### config.mk
export PLATFORM = sky130hd
export DESIGN_NAME = id_inst_buffer
export DESIGN_NICKNAME = d
export VERILOG_FILES = /design/src/rtl/id_inst_buffer_pkg.sv /design/src/rtl/id_inst_buffer.sv
export SDC_FILE = /design/constraint.sdc
export NUM_CORES = 1
export LEC_CHECK = 0
export BUFFER_PORTS_ARGS = -buffer_cell sky130_fd_sc_hd__buf_2
export CAP_MARGIN = 20
export CELL_PAD_IN_SITES_DETAIL_PLACEMENT = 1
export CELL_PAD_IN_SITES_GLOBAL_PLACEMENT = 1
export CORE_UTILIZATION = 50
export DETAILED_ROUTE_END_ITERATION = 16
export PLACE_DENSITY = 0.81
export SYNTH_ARGS = -nofsm -noshare
export SYNTH_HDL_FRONTEND = slang
export SYNTH_SLANG_ARGS = --single-unit
### constraint.sdc
create_clock -name clk -period 7.8 [get_ports clk]
set_clock_uncertainty 0.05 [all_clocks]
set_input_delay 0.39 -clock clk [delete_from_list [all_inputs] [get_ports clk]]
set_output_delay 0.39 -clock clk [all_outputs]
set_load 0.01 [all_outputs]
### src/rtl/id_inst_buffer_pkg.sv
// Shared widths for the IF -> instruction buffer -> ID path.
package id_inst_buffer_pkg;

    // Default queue depth. Must be a power of two and at least 2.
    localparam int unsigned IB_DEPTH    = 4;
    localparam int unsigned IB_PC_W     = 32;
    localparam int unsigned IB_INST_W   = 32;

    // One stored entry is {pc, inst}.
    localparam int unsigned IB_ENTRY_WD = IB_PC_W + IB_INST_W;

    // {in_valid, in_pc, in_inst} as presented by IF.
    localparam int unsigned IF_TO_IB_WD = 1 + IB_ENTRY_WD;

    // {out_valid, out_pc, out_inst} as seen by ID.
    localparam int unsigned IB_TO_ID_WD = 1 + IB_ENTRY_WD;

endpackage

### src/rtl/id_inst_buffer.sv
// Instruction queue between IF and ID. Holds {pc, inst} pairs so that SRAM
// read data returned while ID is stalled is kept, and hands them to ID in
// order over a valid/ready handshake. Flush drops everything held.
module id_inst_buffer
    import id_inst_buffer_pkg::*;
#(
    parameter int unsigned DEPTH  = IB_DEPTH,
    parameter int unsigned PC_W   = IB_PC_W,
    parameter int unsigned INST_W = IB_INST_W,
    parameter int unsigned CNT_W  = $clog2(DEPTH) + 1
) (
    input  logic              clk,
    input  logic              rst,
    input  logic              flush,
    input  logic              in_valid,
    input  logic [PC_W-1:0]   in_pc,
    input  logic [INST_W-1:0] in_inst,
    output logic              in_ready,
    output logic              out_valid,
    output logic [PC_W-1:0]   out_pc,
    output logic [INST_W-1:0] out_inst,
    input  logic              out_ready,
    output logic [CNT_W-1:0]  count,
    output logic              overflow_err
);

    localparam int unsigned PTR_W   = $clog2(DEPTH);
    localparam int unsigned ENTRY_W = PC_W + INST_W;
    localparam logic [CNT_W-1:0] FULL_CNT = CNT_W'(DEPTH);

    logic [ENTRY_W-1:0] mem_q [DEPTH];
    logic [PTR_W-1:0]   wr_ptr_q, wr_ptr_d;
    logic [PTR_W-1:0]   rd_ptr_q, rd_ptr_d;
    logic [CNT_W-1:0]   count_q, count_d;
    logic               overflow_q, overflow_d;
    logic               push, pop, wr_en;
    logic [ENTRY_W-1:0] head;

    // Handshake decode; in_ready depends only on registered occupancy.
    always_comb begin
        in_ready  = (count_q != FULL_CNT);
        out_valid = (count_q != '0);
        push      = in_valid & in_ready;
        pop       = out_valid & out_ready;
        wr_en     = push & ~flush;
    end

    // Next-state for pointers, occupancy and the sticky overflow flag.
    always_comb begin
        wr_ptr_d   = wr_ptr_q;
        rd_ptr_d   = rd_ptr_q;
        count_d    = count_q;
        // A push attempt while full is dropped but remembered until reset.
        overflow_d = overflow_q | (in_valid & ~in_ready);
        if (flush) begin
            // Redirect: empty the queue by catching the read side up.
            rd_ptr_d = wr_ptr_q;
            count_d  = '0;
        end else begin
            unique case ({push, pop})
                2'b10: begin
                    wr_ptr_d = wr_ptr_q + PTR_W'(1);
                    count_d  = count_q + CNT_W'(1);
                end
                2'b01: begin
                    rd_ptr_d = rd_ptr_q + PTR_W'(1);
                    count_d  = count_q - CNT_W'(1);
                end
                2'b11: begin
                    wr_ptr_d = wr_ptr_q + PTR_W'(1);
                    rd_ptr_d = rd_ptr_q + PTR_W'(1);
                end
                default: ;
            endcase
        end
    end

    // Control state, cleared asynchronously.
    always_ff @(posedge clk or posedge rst) begin
        if (rst) begin
            wr_ptr_q   <= '0;
            rd_ptr_q   <= '0;
            count_q    <= '0;
            overflow_q <= 1'b0;
        end else begin
            wr_ptr_q   <= wr_ptr_d;
            rd_ptr_q   <= rd_ptr_d;
            count_q    <= count_d;
            overflow_q <= overflow_d;
        end
    end

    // Entry storage; contents are don't-care until written, so no reset.
    always_ff @(posedge clk) begin
        if (wr_en) begin
            mem_q[wr_ptr_q] <= {in_pc, in_inst};
        end
    end

    // Head entry, or an all-zero bubble when the queue is empty.
    always_comb begin
        head     = mem_q[rd_ptr_q];
        out_pc   = out_valid ? head[ENTRY_W-1:INST_W] : '0;
        out_inst = out_valid ? head[INST_W-1:0]       : '0;
    end

    assign count        = count_q;
    assign overflow_err = overflow_q;

endmodule

==> flow_summary.json, run 1 <==
{
  "post_cts_resized": 0,
  "arrival_ps": 3020,
  "synth_area_leader_cell": "edfxtp_1",
  "cp_cell_sequence": "buf_4 > mux4_2 > and2_1 > buf_2",
  "clockBufferDepth": 3,
  "p_leak_nw": 4.139,
  "grt_max_degree": 69,
  "grtUsageTotal_pct": 20.10,
  "min_path_type": "input port to flip-flop",
  "final_layout_size_suffix_gt1_share_pct": 38.79,
  "min_period_ps": 3456,
  "drt_iter0_markers": 287,
  "start_util_pct": 51.77,
  "startpoint_type": "flip-flop",
  "fp.dieH_um": 145.1,
  "dr.pass1.iters": 4,
  "finalHoldWorstSlack_ps": 34.96,
  "async_flop_share_pct": 3.030,
  "yosysWarningCount": 0,
  "syn_avg_cell_area_um2": 21.84,
  "rsz0062_at_grt": "false",
  "port_buffers": 138,
  "fin_util_pct": 60.32,
  "rows": 51,
  "grt_pass1_vias": 5667,
  "synth-edff-count": 256,
  "critical_path.endpoint": "out_pc[13]",
  "via_count": 4979,
  "via_per_inst": 5.557,
  "synth.top_cell.area_share_pct": 75.06,
  "finalCritPeriodShare_pct": 44.31,
  "regArea_um2": 7895,
  "cts_setup_buffers": 0,
  "synthFlopType": "edfxtp_1",
  "cp_data_required_time_ps": 7360,
  "pre_cts_ws_ps": 4789,
  "drv_slew": 0,
  "fin_tns_setup_ps": 0,
  "routabilityCongestion": 0.7137,
  "htree_levels": 1,
  "ant_nets": 0,
  "ys_ff_latch": 264,
  "hold_viol": 0,
  "overflow": 0,
  "synthDistinctLibCells": 33,
  "wl_per_cell_um": 23.07,
  "cp-startpoint": "rd_ptr_q[0]",
  "drt-total-wl_um": 20670,
  "outcome": "finished clean",
  "die_w_um": 145.1,
  "fillerInstances": 1723,
  "path_clk_slew_ps": 60,
  "synth_fp_nets": 543,
  "powerDensity_nw_per_um2": 333.4,
  "power_w": 0.003979,
  "antenna_found_initial": 3,
  "syn-cell-area_um2": 10240,
  "dp_hpwl_um": 11970,
  "synth_area_leaders": "edfxtp_1 75%, mux4_2 14%, and2_1 4.2%, dfrtp_1 2.0%, buf_2 0.68%",
  "drc": 0,
  "cts_tree": "done",
  "clk-insertion-delay-late_ps": 520,
  "fmax_mhz": 289.3,
  "syn_inst": 469,
  "r2r_setup_slack_ps": 5060,
  "cp-end-kind": "output port",
  "rr_startpoint": "count[0]",
  "setup_viol": 0,
  "grt_pass1_wl_um": 32220,
  "crit_slowest_cell": "dfrtp_4",
  "coreArea_um2": 19780,
  "cts_sinks": 264,
  "multi_input_area_um2": 2200,
  "reg2reg_to": "count[2]",
  "fp.dieArea_um2": 21060,
  "setup_ws_ps": 4344,
  "io_pins": 139,
  "cts_buffers": 27,
  "area_growth_pct": 16.52,
  "worst_slew_pin_slew_ps": 999.5,
  "hold_path_depth": 1,
  "path_max_fanout": 37,
  "crit_type": "flip-flop to output port",
  "rr_worst_depth": 6,
  "yosysSeqAreaShare_pct": 77.02,
  "slew_headroom_pct": 33.37,
  "nNetsFinal": 687,
  "ir_drop_v": 0.0001986,
  "cpPeakStageDelay_ps": 830,
  "maxCapViolations": 0,
  "root_buffer": "clkbuf_16"
}
cell families (layout without fill, tap and decap cells):
kind of cell    count (synthesis)  count (layout)  share of synthesized area [%]
other cells                     0               2                              0
fa+ha+maj                       5               5                         0.6842
flops                         264             264                          77.02
buf+inv                        29             189                          1.600
mux                            67              67                          14.39
simple gates                   89              89                          5.241
xor+xnor                        4               4                         0.3422
compound gates                 11              11                         0.7208
worst max-delay path, delay by kind of cell, from the launching register on:
kind / cells / cell delay (ps)
DFF: 1 / 830
muxes: 1 / 600
buffers and inverters: 2 / 860
and+or+nand+nor: 1 / 190
placed cells by master, fill, tap and decap left out, drive strengths merged, types with 2 or more instances in the layout:
cell,count
xnor2,2
nand3,3
xor2,2
mux2,2
dfrtp,8
o21ai,5
or3,2
clkinv,7
ha,4
diode,2
mux4,64
and2,68
edfxtp,256
clkbuf,36
nand2,6
buf,139
nor2,4
inv,4
area by class of cell:
cell class	count	area share (%)
Antenna cell	2	0.04194
Clock buffer	36	5.945
Clock inverter	9	0.5767
Inverter	4	0.1258
Multi-Input combinational cell	176	18.43
Sequential cell	264	66.16
Tap cell	265	2.779
Timing Repair Buffer	140	5.935
where the power goes:
group,leakage (nW),total (W),internal (W),switching (W)
sequential,2.42,0.00187,0.00172,0.000157
combinational,1.34,0.000949,0.000504,0.000446
clock,0.378,0.00116,0.000664,0.000493
worst min path at each step:
stage,end,start,slack [ps]
3_3_place_gp,count[2],rst,300
2_1_floorplan,count[0],rst,160
4_1_cts,mem_q[0][31],in_inst[31],9
5_1_grt,mem_q[2][14],in_inst[14],20
3_5_place_dp,count[2],rst,310
6_report,mem_q[0][31],in_inst[31],30
sequential cells by signal (all words and copies together) (netlist names):
register	count
count	3
mem_q	256
overflow_err	1
rd_ptr_q	2
wr_ptr_q	2
what timing repair did:
item	CTS	global route
hold buffers	1	0
setup endpoints to repair	0	0
endpoints found under the hold margin	8	0
synthesized netlist by cell type, types with 2 or more instances:
| library cell | n |
|---|---|
| clkbuf_1 | 6 |
| mux2_1 | 2 |
| ha_1 | 4 |
| dfrtp_1 | 8 |
| nor2_1 | 4 |
| mux4_2 | 64 |
| inv_1 | 4 |
| buf_2 | 14 |
| buf_6 | 5 |
| xor2_1 | 2 |
| nand2_1 | 6 |
| xnor2_1 | 2 |
| edfxtp_1 | 256 |
| o21ai_1 | 4 |
| and2_1 | 68 |
| nand3_1 | 3 |
per-layer routing:
layer	GRT usage (%)	part of all wire [%]	up-vias
met4	4.316	1.7	2
met3	4.686	6.4	31
met5	0	0.092	-
li1	-	-	2181
met2	35.14	51	158
met1	25.68	40	2607
stage by stage:
stage,instances,instance area (um^2)
3_5_place_dp,848,11140
5_1_grt,894,11930
6_report,896,11930
3_3_place_gp,848,11140
4_1_cts,894,11930
2_1_floorplan,469,10240
Note: power is estimated with default switching activity, not from simulation.
==> inputs of run 2 (changes only) <==
--- a/config.mk
+++ b/config.mk
@@ -9,9 +9,9 @@
 export CAP_MARGIN = 20
 export CELL_PAD_IN_SITES_DETAIL_PLACEMENT = 1
 export CELL_PAD_IN_SITES_GLOBAL_PLACEMENT = 1
-export CORE_UTILIZATION = 50
+export CORE_UTILIZATION = 45
 export DETAILED_ROUTE_END_ITERATION = 16
-export PLACE_DENSITY = 0.81
+export PLACE_DENSITY = 0.77
 export SYNTH_ARGS = -nofsm -noshare
 export SYNTH_HDL_FRONTEND = slang
 export SYNTH_SLANG_ARGS = --single-unit
==> constraint.sdc (replaced) <==
create_clock -name clk -period 3 [get_ports clk]
set_clock_uncertainty 0.05 [all_clocks]
set_input_delay 0.15 -clock clk [delete_from_list [all_inputs] [get_ports clk]]
set_output_delay 0.15 -clock clk [all_outputs]
set_load 0.01 [all_outputs]
==> run 2 against run 1 <==
  * Utilization shrank 2.5 points
  * Total power grew to 2.6 times the previous value
  * Flip-flop and latch count is the same
  * Setup slack lost 4000 ps
  * Critical endpoint is now out_pc[21]
  * Highest routed layer is now met4
==> flow_summary.json, run 2 (synthesis gave the netlist of run 1 again) <==
{
  "grtUsageMet1_pct": 23.29,
  "via_per_inst": 5.301,
  "rows": 54,
  "post_dp_cell_area_um2": 11320,
  "final_area_um2": 12780,
  "routabilityCongestion": 0.7824,
  "port_buffers": 138,
  "root_buffer": "clkbuf_16",
  "overflow": 0,
  "ant_nets": 0,
  "grt_max_degree": 68,
  "drt_iter0_markers": 236,
  "hold_viol": 0,
  "slew_headroom_pct": 55.26,
  "fillerInstances": 1963,
  "ir_drop_v": 0.0004819,
  "fp.dieH_um": 152.9,
  "dr.pass1.iters": 4,
  "clockBufferDepth": 3,
  "crit_type": "flip-flop to output port",
  "regArea_um2": 7895,
  "p_leak_nw": 4.494,
  "path_clk_slew_ps": 60,
  "drc": 0,
  "cts_tree": "done",
  "grt_use_met2_pct": 32.94,
  "outcome": "finished clean",
  "maxCapViolations": 0,
  "clk-insertion-delay-late_ps": 520,
  "nNetsFinal": 765,
  "start_util_pct": 46.35,
  "fin_tns_setup_ps": 0,
  "r2r_setup_slack_ps": 660,
  "powerDensity_nw_per_um2": 823.5,
  "largest-register": "mem_q",
  "antenna_found_initial": 0,
  "grt_pass1_wl_um": 33150,
  "mostFrequentLayoutCells": "256 x edfxtp_1, 138 x buf_2, 68 x dlygate4sd3_1",
  "layout_commonest_cell": "edfxtp_1",
  "grt_busiest_layer": "met2",
  "setup_viol": 0,
  "fmax_mhz": 375.6,
  "drv_slew": 0,
  "power_w": 0.01052,
  "drt-total-wl_um": 21180,
  "worst_slew_pin_slew_ps": 671.0,
  "min_path_type": "input port to asynchronous set/reset pin",
  "area_growth_pct": 24.75,
  "dp_hpwl_um": 12470,
  "cts_setup_buffers": 0,
  "largest_reg_flops": 256,
  "via_count": 5237,
  "wl_per_cell_um": 21.44,
  "htree_levels": 1,
  "rsz0062_at_grt": "false",
  "post_cts_resized": 0,
  "cp-end-kind": "output port",
  "cts_buffers": 27,
  "startpoint_type": "flip-flop",
  "multi_input_area_um2": 2200,
  "fp.dieArea_um2": 23360,
  "use_met3_pct": 3.828,
  "io_pins": 139,
  "grt_pass1_vias": 5906,
  "arrival_ps": 2460,
  "grtUsageTotal_pct": 18.58,
  "ctsHoldBuffers": 68,
  "path_max_fanout": 20,
  "final_layout_size_suffix_gt1_share_pct": 35.73,
  "rr_worst_depth": 6,
  "min_period_ps": 2663,
  "n_antenna_cell": 0,
  "die_w_um": 152.9,
  "cp_data_required_time_ps": 2800,
  "cts_sinks": 264,
  "coreArea_um2": 22090,
  "finalCritPeriodShare_pct": 88.76
}
-- run 2: final timing paths --
| kind | start | end |
|---|---|---|
| min in group clk | in_pc[8] | mem_q[1][40] |
| max in group asynchronous | rst | rd_ptr_q[1] |
| max | rd_ptr_q[0] | out_pc[21] |
| max reg2reg | count[0] | count[2] |
| min | rst | overflow_err |
| min reg2reg | overflow_err | overflow_err |
-- run 2: critical path: stages, from the launching register on --
cell     delay (ps)
dfrtp_4         690
buf_4           380
mux4_2          540
and2_1          180
buf_2           140
-- run 2: through the flow --
stage	utilization, %	instances	setup WS, ps	hold slack [ps]
floorplan	-	469	618.6	-84.34
detailed placement	51.22	874	690.8	64.87
global route	57.83	988	142.8	84.70
global placement	51.22	874	763.0	58.37
CTS	57.83	988	226.0	49.59
finish	57.83	988	337.2	68.37
-- run 2: final cells by class --
class,instances,area share [%]
Tap cell,280,2.742
Clock inverter,10,0.5484
Multi-Input combinational cell,176,17.22
Inverter,4,0.1175
Timing Repair Buffer,218,12.03
Clock buffer,36,5.553
Sequential cell,264,61.80
-- run 2: power by group --
group	switching, W	internal (W)
clock	0.00129	0.00173
combinational	0.00133	0.00145
sequential	0.000277	0.00445
total	0.00289	0.00763
-- run 2: routing by layer --
layer / wire [um] / share of wire (%) / vias up
li1: - / - / 2338
met1: 8871 / 42 / 2728
met2: 10900 / 51 / 143
met3: 1002 / 4.7 / 28
met4: 406 / 1.9 / 0
met5: 0 / 0 / -
==> inputs of run 3 (changes only) <==
--- a/config.mk
+++ b/config.mk
@@ -7,9 +7,9 @@
 export LEC_CHECK = 0
 export BUFFER_PORTS_ARGS = -buffer_cell sky130_fd_sc_hd__buf_2
 export CAP_MARGIN = 20
-export CELL_PAD_IN_SITES_DETAIL_PLACEMENT = 1
-export CELL_PAD_IN_SITES_GLOBAL_PLACEMENT = 1
-export CORE_UTILIZATION = 45
+export CELL_PAD_IN_SITES_DETAIL_PLACEMENT = 2
+export CELL_PAD_IN_SITES_GLOBAL_PLACEMENT = 2
+export CORE_UTILIZATION = 40
 export DETAILED_ROUTE_END_ITERATION = 16
 export PLACE_DENSITY = 0.77
 export SYNTH_ARGS = -nofsm -noshare
==> run 3 against run 2 <==
  * Combinational power is 3% higher
  * Largest cell class unchanged
  * Critical path type unchanged
  * Final area is 1.5% higher
  * Register-to-register slack worse by 170 ps
  * Flip-flop and latch count stayed put
  * Setup slack better by 35 ps
==> flow_summary.json, run 3 (synthesis gave the netlist of run 1 again) <==
{
  "outcome": "finished clean",
  "setup_viol": 0,
  "start_util_pct": 40.67,
  "fp.dieH_um": 162.0,
  "path_clk_slew_ps": 60,
  "io_pins": 139,
  "min_path_type": "input port to asynchronous set/reset pin",
  "via_count": 5285,
  "post_dp_cell_area_um2": 11400,
  "die_w_um": 162.0,
  "post_cts_resized": 0,
  "port_buffers": 138,
  "largest_reg_flops": 256,
  "rr_startpoint": "count[0]",
  "p_switching_w": 0.003091,
  "coreArea_um2": 25180,
  "grt_max_degree": 68,
  "reg2reg_to": "count[2]",
  "grt_pass1_wl_um": 37380,
  "wl_per_cell_um": 23.58,
  "cts_sinks": 264,
  "dr.pass1.iters": 4,
  "arrival_ps": 2430,
  "fillerInstances": 2215,
  "grt_pass1_vias": 6142,
  "cp-end-kind": "output port",
  "drv_slew": 0,
  "largest-register": "mem_q",
  "dp_hpwl_um": 14790,
  "fp.dieArea_um2": 26250,
  "via_per_inst": 5.057,
  "min_period_ps": 2628,
  "r2r_setup_slack_ps": 490,
  "path_max_fanout": 19,
  "drc": 0,
  "routabilityCongestion": 0.7396,
  "cts_setup_buffers": 0,
  "nNetsFinal": 768,
  "rsz0062_at_grt": "false",
  "drt-total-wl_um": 24650,
  "rr_worst_depth": 6,
  "hold_viol": 0,
  "pre_cts_ws_ps": 499.7,
  "root_buffer": "clkbuf_16",
  "fmax_mhz": 380.6,
  "htree_levels": 1,
  "pwr-share-seq_pct": 43.4,
  "swShare_pct": 28.10,
  "drt_iter0_markers": 269,
  "setup_ws_ps": 372.5,
  "worst_slew_pin_slew_ps": 690.9,
  "power_w": 0.01100,
  "grtUsageTotal_pct": 19.32,
  "rows": 58,
  "internal_power_w": 0.007911,
  "startpoint_type": "flip-flop",
  "area_growth_pct": 26.67,
  "cts_buffers": 29,
  "powerDensity_nw_per_um2": 848.1,
  "overflow": 0,
  "fin_util_pct": 51.52,
  "ctsHoldBuffers": 68,
  "p_comb_share_pct": 26.0,
  "slew_headroom_pct": 53.94,
  "ant_nets": 0,
  "clk-insertion-delay-late_ps": 540,
  "layout_commonest_cell": "edfxtp_1",
  "mostFrequentLayoutCells": "256 x edfxtp_1, 138 x buf_2, 68 x dlygate4sd3_1",
  "antenna_found_initial": 1,
  "p_leak_nw": 4.572,
  "finalCritPeriodShare_pct": 87.58,
  "crit_type": "flip-flop to output port",
  "final_layout_size_suffix_gt1_share_pct": 36.78,
  "cts_tree": "done",
  "clockBufferDepth": 3,
  "cp_data_required_time_ps": 2800,
  "fin_tns_setup_ps": 0,
  "power_frac_clock_pct": 30.7,
  "ir_drop_v": 0.0004156,
  "final_area_um2": 12970,
  "maxCapViolations": 0,
  "n_antenna_cell": 0
}
[run 3: cell types whose count changed in the layout (fill, tap and decap cells not counted)]
cell        delta
clkinv_2       +5
clkinvlp_4     -1
buf_12         +1
clkbuf_16      +2
bufinv_16      +1
clkbuf_1       -3
clkbuf_8       +2
[run 3: how the worst max path moves through the flow]
| stage | start | endpoint | slack [ps] |
|---|---|---|---|
| global route | rd_ptr_q[0] | out_inst[31] | 220 |
| detailed placement | count[0] | count[2] | 500 |
| finish | rd_ptr_q[0] | out_inst[31] | 370 |
| global placement | count[0] | count[2] | 770 |
| CTS | rd_ptr_q[0] | out_inst[31] | 310 |
| floorplan | count[2] | count[2] | 620 |
[run 3: layer usage]
layer	GRT usage [%]	vias to the layer above	routed length (um)
met5	0	-	0
met4	5.017	0	545
met3	3.064	44	1138
met2	35.10	150	12950
met1	23.96	2752	10010
li1	-	2339	-
[run 3: power groups by stage]
stage	clock network (W)	registers, W	logic (W)
after floorplan	0	0.00460	0.00201
after global placement	0	0.00481	0.00275
after detailed placement	0	0.00487	0.00285
after CTS	0.00343	0.00479	0.00293
after global routing	0.00356	0.00483	0.00310
final	0.00337	0.00477	0.00286
[run 3: cell type report]
class | instances | area [um^2] | area share (%)
clock buffers | 37 | 775.7 | 5.980
clock inverters | 15 | 117.6 | 0.9066
inverters | 4 | 15.01 | 0.1157
multi-input cells | 176 | 2200 | 16.96
flip-flops and latches | 264 | 7895 | 60.86
well taps | 330 | 412.9 | 3.183
repair buffers | 219 | 1556 | 12.00
[run 3: worst max-delay path, cell delays in order, from the launching register on]
cell     delay, ps
dfrtp_4        690
buf_4          330
mux4_2         530
and2_1         190
buf_2          150
[run 3: through the flow]
| stage | std cells | hold slack [ps] |
|---|---|---|
| finish | 1045 | 79.60 |
| CTS | 1045 | 72.04 |
| floorplan | 469 | -84.34 |
| global route | 1045 | 105.7 |
| global placement | 925 | 74.10 |
| detailed placement | 925 | 89.65 |
